==> config.mk <==
export PLATFORM = sky130hd
export DESIGN_NAME = rom_bus_arbiter_flat
export DESIGN_NICKNAME = d
export VERILOG_FILES = /design/src/rtl/rom_bus_arbiter_if.sv /design/src/rtl/rom_bus_arbiter.sv /design/src/flat_wrapper.sv
export SDC_FILE = /design/constraint.sdc
export NUM_CORES = 1
export LEC_CHECK = 0
export ABC_CLOCK_PERIOD_IN_PS = 4400
export BUFFER_PORTS_ARGS = -buffer_cell sky130_fd_sc_hd__clkbuf_2
export CAP_MARGIN = 10
export CORE_AREA = 2 2 109 111
export CTS_CLUSTER_SIZE = 12
export DETAILED_ROUTE_END_ITERATION = 8
export DIE_AREA = 0 0 111 113
export PLACE_DENSITY = 0.71
export SYNTH_ARGS = -nofsm -noshare
export SYNTH_HDL_FRONTEND = slang
export SYNTH_SLANG_ARGS = --single-unit
==> constraint.sdc <==
create_clock -name clk -period 4.4 [get_ports clk]
set_input_delay 0.22 -clock clk [delete_from_list [all_inputs] [get_ports clk]]
set_output_delay 0.22 -clock clk [all_outputs]
set_load 0.02 [all_outputs]
==> src/rtl/rom_bus_arbiter_if.sv <==
// rtl/rom_bus_arbiter_if.sv - requester and flash-pin signal bundle for rom_bus_arbiter
//
// Requester side:
//   rd_req/rd_addr -> rd_data/rd_ack     instruction-fetch reads
//   wr_req/wr_addr/wr_data -> wr_ack     ROM programming writes
//   busy                                 arbiter not in IDLE
// Flash side:
//   rom_addr, rom_dout, rom_dout_en      address and data pad drive
//   rom_din                              data returned by the flash
//   rom_ce_n, rom_oe_n, rom_we_n         active-low strobes
// Modports: slave = arbiter view, master = requester/board view.

interface rom_bus_arbiter_if;
    logic        rd_req;
    logic [31:0] rd_addr;
    logic [15:0] rd_data;
    logic        rd_ack;
    logic        wr_req;
    logic [31:0] wr_addr;
    logic [15:0] wr_data;
    logic        wr_ack;
    logic        busy;
    logic [31:0] rom_addr;
    logic [15:0] rom_dout;
    logic        rom_dout_en;
    logic [15:0] rom_din;
    logic        rom_ce_n;
    logic        rom_oe_n;
    logic        rom_we_n;

    modport slave (
        input  rd_req, rd_addr, wr_req, wr_addr, wr_data, rom_din,
        output rd_data, rd_ack, wr_ack, busy,
               rom_addr, rom_dout, rom_dout_en, rom_ce_n, rom_oe_n, rom_we_n
    );

    modport master (
        output rd_req, rd_addr, wr_req, wr_addr, wr_data, rom_din,
        input  rd_data, rd_ack, wr_ack, busy,
               rom_addr, rom_dout, rom_dout_en, rom_ce_n, rom_oe_n, rom_we_n
    );
endinterface

==> src/rtl/rom_bus_arbiter.sv <==
// rtl/rom_bus_arbiter.sv - round-robin read/write arbiter and strobe sequencer for the flash bus
//
// Ports:
//   clk  - system clock, rising edge
//   rst  - asynchronous active-low reset
//   bus  - rom_bus_arbiter_if.slave: read/write request handshakes and flash pins
// Parameters:
//   SETUP_CYC  (0..15) ce-only cycles before oe/we, 0 skips the phase
//   ACCESS_CYC (1..15) cycles of oe (read) or we (write)
//   HOLD_CYC   (0..15) ce/address/data hold cycles after oe/we, 0 skips the phase

module rom_bus_arbiter #(
    parameter int SETUP_CYC  = 1,
    parameter int ACCESS_CYC = 3,
    parameter int HOLD_CYC   = 1
) (
    input  logic               clk,
    input  logic               rst,
    rom_bus_arbiter_if.slave   bus
);

    typedef enum logic [2:0] {
        ST_IDLE   = 3'd0,
        ST_SETUP  = 3'd1,
        ST_ACCESS = 3'd2,
        ST_HOLD   = 3'd3,
        ST_DONE   = 3'd4
    } state_t;

    // Phase counters count down from N-1 to 0; a zero-length phase is never entered.
    localparam logic [3:0] SETUP_LOAD  = 4'(SETUP_CYC - 1);
    localparam logic [3:0] ACCESS_LOAD = 4'(ACCESS_CYC - 1);
    localparam logic [3:0] HOLD_LOAD   = 4'(HOLD_CYC - 1);

    state_t      state_q, state_d;
    logic [3:0]  cnt_q, cnt_d;
    logic        op_wr_q, op_wr_d;
    logic        last_q, last_d;      // 1 = write was granted last
    logic [31:0] addr_q, addr_d;
    logic [15:0] wdata_q, wdata_d;
    logic [15:0] rd_data_q, rd_data_d;

    logic        ce_n_q, ce_n_d;
    logic        oe_n_q, oe_n_d;
    logic        we_n_q, we_n_d;
    logic [31:0] rom_addr_q, rom_addr_d;
    logic [15:0] rom_dout_q, rom_dout_d;
    logic        rom_dout_en_q, rom_dout_en_d;
    logic        rd_ack_q, rd_ack_d;
    logic        wr_ack_q, wr_ack_d;

    logic        grant_wr;
    logic        on_bus;

    // State register; async reset clears the pins without waiting for a clock.
    always_ff @(posedge clk or negedge rst) begin
        if (!rst) begin
            state_q       <= ST_IDLE;
            cnt_q         <= 4'd0;
            op_wr_q       <= 1'b0;
            last_q        <= 1'b1;
            addr_q        <= 32'd0;
            wdata_q       <= 16'd0;
            rd_data_q     <= 16'd0;
            ce_n_q        <= 1'b1;
            oe_n_q        <= 1'b1;
            we_n_q        <= 1'b1;
            rom_addr_q    <= 32'd0;
            rom_dout_q    <= 16'd0;
            rom_dout_en_q <= 1'b0;
            rd_ack_q      <= 1'b0;
            wr_ack_q      <= 1'b0;
        end else begin
            state_q       <= state_d;
            cnt_q         <= cnt_d;
            op_wr_q       <= op_wr_d;
            last_q        <= last_d;
            addr_q        <= addr_d;
            wdata_q       <= wdata_d;
            rd_data_q     <= rd_data_d;
            ce_n_q        <= ce_n_d;
            oe_n_q        <= oe_n_d;
            we_n_q        <= we_n_d;
            rom_addr_q    <= rom_addr_d;
            rom_dout_q    <= rom_dout_d;
            rom_dout_en_q <= rom_dout_en_d;
            rd_ack_q      <= rd_ack_d;
            wr_ack_q      <= wr_ack_d;
        end
    end

    // On a tie the side not granted last wins.
    assign grant_wr = bus.wr_req && (!bus.rd_req || !last_q);

    // Next-state and transaction-context logic.
    always_comb begin
        state_d   = state_q;
        cnt_d     = cnt_q;
        op_wr_d   = op_wr_q;
        last_d    = last_q;
        addr_d    = addr_q;
        wdata_d   = wdata_q;
        rd_data_d = rd_data_q;
        unique case (state_q)
            ST_IDLE: begin
                if (bus.rd_req || bus.wr_req) begin
                    op_wr_d = grant_wr;
                    last_d  = grant_wr;
                    addr_d  = grant_wr ? bus.wr_addr : bus.rd_addr;
                    wdata_d = grant_wr ? bus.wr_data : 16'd0;
                    if (SETUP_CYC == 0) begin
                        state_d = ST_ACCESS;
                        cnt_d   = ACCESS_LOAD;
                    end else begin
                        state_d = ST_SETUP;
                        cnt_d   = SETUP_LOAD;
                    end
                end
            end
            ST_SETUP: begin
                if (cnt_q == 4'd0) begin
                    state_d = ST_ACCESS;
                    cnt_d   = ACCESS_LOAD;
                end else begin
                    cnt_d = cnt_q - 4'd1;
                end
            end
            ST_ACCESS: begin
                if (cnt_q == 4'd0) begin
                    // Flash data is sampled on the edge closing the last oe cycle.
                    if (!op_wr_q) begin
                        rd_data_d = bus.rom_din;
                    end
                    if (HOLD_CYC == 0) begin
                        state_d = ST_DONE;
                        cnt_d   = 4'd0;
                    end else begin
                        state_d = ST_HOLD;
                        cnt_d   = HOLD_LOAD;
                    end
                end else begin
                    cnt_d = cnt_q - 4'd1;
                end
            end
            ST_HOLD: begin
                if (cnt_q == 4'd0) begin
                    state_d = ST_DONE;
                end else begin
                    cnt_d = cnt_q - 4'd1;
                end
            end
            ST_DONE: begin
                state_d = ST_IDLE;
            end
            default: begin
                state_d = ST_IDLE;
                cnt_d   = 4'd0;
            end
        endcase
    end

    // Pin outputs decoded from the next state so they are glitch-free flops.
    always_comb begin
        on_bus        = (state_d == ST_SETUP) || (state_d == ST_ACCESS) || (state_d == ST_HOLD);
        ce_n_d        = !on_bus;
        oe_n_d        = !((state_d == ST_ACCESS) && !op_wr_d);
        we_n_d        = !((state_d == ST_ACCESS) && op_wr_d);
        rom_addr_d    = on_bus ? addr_d : 32'd0;
        rom_dout_en_d = on_bus && op_wr_d;
        rom_dout_d    = (on_bus && op_wr_d) ? wdata_d : 16'd0;
        rd_ack_d      = (state_d == ST_DONE) && !op_wr_d;
        wr_ack_d      = (state_d == ST_DONE) && op_wr_d;
    end

    assign bus.rd_data     = rd_data_q;
    assign bus.rd_ack      = rd_ack_q;
    assign bus.wr_ack      = wr_ack_q;
    assign bus.busy        = (state_q != ST_IDLE);
    assign bus.rom_addr    = rom_addr_q;
    assign bus.rom_dout    = rom_dout_q;
    assign bus.rom_dout_en = rom_dout_en_q;
    assign bus.rom_ce_n    = ce_n_q;
    assign bus.rom_oe_n    = oe_n_q;
    assign bus.rom_we_n    = we_n_q;

endmodule

==> src/flat_wrapper.sv <==
// flat-port wrapper written by rule: the top's interface ports become plain ports
module rom_bus_arbiter_flat 
#(
    parameter int SETUP_CYC  = 1,
    parameter int ACCESS_CYC = 3,
    parameter int HOLD_CYC   = 1
)
  (clk, rst, bus_rd_req, bus_rd_addr, bus_wr_req, bus_wr_addr, bus_wr_data, bus_rom_din, bus_rd_data, bus_rd_ack, bus_wr_ack, bus_busy, bus_rom_addr, bus_rom_dout, bus_rom_dout_en, bus_rom_ce_n, bus_rom_oe_n, bus_rom_we_n);
  rom_bus_arbiter_if bus_i ();
  input  logic clk;
  input  logic rst;
  input wire logic [$bits(bus_i.rd_req)-1:0] bus_rd_req;
  input wire logic [$bits(bus_i.rd_addr)-1:0] bus_rd_addr;
  input wire logic [$bits(bus_i.wr_req)-1:0] bus_wr_req;
  input wire logic [$bits(bus_i.wr_addr)-1:0] bus_wr_addr;
  input wire logic [$bits(bus_i.wr_data)-1:0] bus_wr_data;
  input wire logic [$bits(bus_i.rom_din)-1:0] bus_rom_din;
  output wire logic [$bits(bus_i.rd_data)-1:0] bus_rd_data;
  output wire logic [$bits(bus_i.rd_ack)-1:0] bus_rd_ack;
  output wire logic [$bits(bus_i.wr_ack)-1:0] bus_wr_ack;
  output wire logic [$bits(bus_i.busy)-1:0] bus_busy;
  output wire logic [$bits(bus_i.rom_addr)-1:0] bus_rom_addr;
  output wire logic [$bits(bus_i.rom_dout)-1:0] bus_rom_dout;
  output wire logic [$bits(bus_i.rom_dout_en)-1:0] bus_rom_dout_en;
  output wire logic [$bits(bus_i.rom_ce_n)-1:0] bus_rom_ce_n;
  output wire logic [$bits(bus_i.rom_oe_n)-1:0] bus_rom_oe_n;
  output wire logic [$bits(bus_i.rom_we_n)-1:0] bus_rom_we_n;
  assign bus_i.rd_req = bus_rd_req;
  assign bus_i.rd_addr = bus_rd_addr;
  assign bus_i.wr_req = bus_wr_req;
  assign bus_i.wr_addr = bus_wr_addr;
  assign bus_i.wr_data = bus_wr_data;
  assign bus_i.rom_din = bus_rom_din;
  assign bus_rd_data = bus_i.rd_data;
  assign bus_rd_ack = bus_i.rd_ack;
  assign bus_wr_ack = bus_i.wr_ack;
  assign bus_busy = bus_i.busy;
  assign bus_rom_addr = bus_i.rom_addr;
  assign bus_rom_dout = bus_i.rom_dout;
  assign bus_rom_dout_en = bus_i.rom_dout_en;
  assign bus_rom_ce_n = bus_i.rom_ce_n;
  assign bus_rom_oe_n = bus_i.rom_oe_n;
  assign bus_rom_we_n = bus_i.rom_we_n;
  rom_bus_arbiter #(.SETUP_CYC(SETUP_CYC), .ACCESS_CYC(ACCESS_CYC), .HOLD_CYC(HOLD_CYC)) u_core (.clk(clk), .rst(rst), .bus(bus_i));
endmodule
==> reports/metrics.yaml <==
crit_arrival_ns: 2.89
vias_per_cell: 5.03
firstDrtPassIters: 5
synth.top_cells.by_count: "123 x dfrtp_1, 42 x nor2_1, 36 x a21oi_1"
async_flop_share: 1.00
hp-class: "in2reg"
yosys.cell_count.top_type: "dfrtp_1"
critPathKind: "reg2reg"
clockRootBuffer: "clkbuf_16"
rows: 39
die_area_um2: 12500
synth_cell_types: 46
final_nets: 665
maxCapViolations: 0
antenna_found_initial: 0
coreArea_um2: 11300
num_antenna_cells: 0
critical_path_peak_fanout: 40
io_pins: 171
synth_cells: 392
yosysTopAreaCellShare: 0.611
comb_power_share: 0.386
multi_input_area_um2: 1710
synth_top_cell_by_area: "dfrtp_1"
cts_made_buffers: 17
fmax_ghz: 0.388
status: "completed"
drive_above_1_share: 0.412
dp_hpwl_mm: 7.19
finClkSkew_ns: 0.00818
pre_cts_slack_ns: 1.58
crit_family: "simple AND/OR/NAND/NOR gates"
path_cells: "nor3_2 > inv_1 > nor2_4 > buf_4 > nor2_1 > a211oi_1"
setup_viol: 0
syn-cell-area_um2: 5040
die_h_um: 113
syn2layout_area_growth_pct: 31.6
vdd_ir_drop_max_mv: 0.444
ys_seq_elements: 127
start_util: 0.447
p_int_w: 0.00346
final.setup.worst_slack_ns: 1.82
slowest_stage: "nor2_4"
first_iter_violations: 241
required_ns: 4.71
seqPwrFrac: 0.357
nFillCells: 898
cts_buffer_depth: 2
drv_slew: 0
r2r_slack_ns: 1.82
pwr-share-clk: 0.257
regArea_um2: 3180
gp_congestion: 0.808
p_switching_w: 0.00208
tightest_slew_ns: 0.935
p_leak_nw: 3.21
drt.antenna.violating_nets: 0
clkTransAtPathRegs_ns: 0.06
fp.dieW_um: 111
routed_wl_mm: 10.6
clkLatencyLatePin_ns: 0.40
fin_crit_sh: 0.586
seq_area_frac_synth: 0.632
slew_headroom: 0.376
synth_edf_count: 0
grt_pass1_vias: 3699
h-tree-depth: 4
yosysWarnings: 0
detail_route.wl_per_cell_um: 14.7
grt_max_degree: 76
numPortBuffers: 170
period_minus_slack_ns: 2.58
p_sw_frac: 0.375
num_vias: 3611
grt_pass1_wl_mm: 18.0
syn-num-nets: 494
slowest_delay_ns: 0.67
startpoint_type: "flip-flop"
path_buf_inv: 2
synth_area_leaders: "dfrtp_1 61%, mux2i_1 6.4%, a211oi_1 4.8%, a21oi_1 3.6%, nor2_1 3.1%"
grt_use_total: 0.179
power.total_w: 0.00553
rsz0062_at_grt: "false"
cts_tree: "built"
setup_tns_ns: 0
drc_errors: 0
grt_overflow: 0
synth_area_per_cell_um2: 12.9
fin_util: 0.588
clkSinkCount: 127
hold_viol: 0
crit_path_end_kind: "flip-flop"
power.density_nw_per_um2: 834
ys.flop_type: "dfrtp_1"
post_cts_buffers: 0
logic make-up after synthesis:
| family | Yosys count | synth area share |
|---|---|---|
| AO/OA/AOI/OAI | 102 | 0.137 |
| XOR/XNOR | 1 | 0.00174 |
| adder cells (fa/ha/maj) | 3 | 0.00695 |
| buffers and inverters | 33 | 0.0328 |
| flip-flops | 127 | 0.632 |
| multiplexers | 48 | 0.107 |
| AND/OR/NAND/NOR | 78 | 0.0837 |
metal layers:
layer  wire length (µm)  up-vias  track usage
met5                  0        -            0
met4                187        0       0.0717
met3                695       18       0.0471
met2               4810      144        0.276
met1               4860     1706        0.245
li1                   -     1743            -
flip-flops by register name (all words and copies together) (netlist names), 3 cells and up:
signal / flops
u_core.addr_q: 32
u_core.bus.rom_addr: 32
u_core.bus.rd_data: 16
u_core.bus.rom_dout: 16
u_core.wdata_q: 16
u_core.cnt_q: 4
u_core.state_q: 3
worst paths after layout:
check / start / end / depth (start not counted)
min in group asynchronous: rst / u_core.bus.rd_data[5] / 2
worst max register to register: u_core.state_q[1] / u_core.bus.rom_addr[13] / 6
max in group asynchronous: rst / u_core.bus.rom_addr[7] / 3
worst min-delay path: bus_rom_din[12] / u_core.bus.rd_data[12] / 2
worst max-delay path: u_core.state_q[1] / u_core.bus.rom_addr[13] / 6
worst min register to register: u_core.wdata_q[7] / u_core.wdata_q[7] / 1
per-stage QoR:
stage,hold slack (ns),instances,cell area [µm²]
2_1_floorplan,-0.0756,392,5040
3_3_place_gp,0.410,685,6000
3_5_place_dp,0.418,685,6000
4_1_cts,0.0350,717,6620
5_1_grt,0.0401,718,6630
6_report,0.0489,718,6630
power by group through the flow:
| stage | Sequential [W] | Clock, W | Combinational (W) |
|---|---|---|---|
| after global placement | 0.00198 | 0 | 0.00208 |
| after CTS | 0.00198 | 0.00146 | 0.00216 |
| after detailed placement | 0.00199 | 0 | 0.00216 |
| after global routing | 0.00203 | 0.00151 | 0.00236 |
| after floorplan | 0.00231 | 0 | 0.00116 |
| final | 0.00197 | 0.00142 | 0.00213 |
cell type report:
class                           instances  share of cell area
Sequential cell                       127               0.480
Multi-Input combinational cell        232               0.258
Timing Repair Buffer                  179               0.140
Clock buffer                           18              0.0662
Tap cell                              143              0.0270
Clock inverter                         13              0.0247
Inverter                                6             0.00340
placed cells by master, fill, tap and decap left out, types with 4 or more instances in the layout:
master / instances
clkbuf_2: 169
dfrtp_1: 123
nor2_1: 42
a21oi_1: 36
mux2i_1: 32
a211oi_1: 32
a22o_1: 17
clkbuf_16: 17
nor2b_1: 16
mux2_4: 10
buf_4: 8
inv_1: 6
mux2_2: 6
o21ai_0: 5
clkinvlp_4: 5
dfstp_2: 4
repair_timing:
| item | in CTS | in global routing |
|---|---|---|
| hold buffers | 1 | 0 |
| hold endpoints to repair | 60 | 0 |
| gates resized for setup | 0 | 0 |
(Power assumes the default switching activity.)
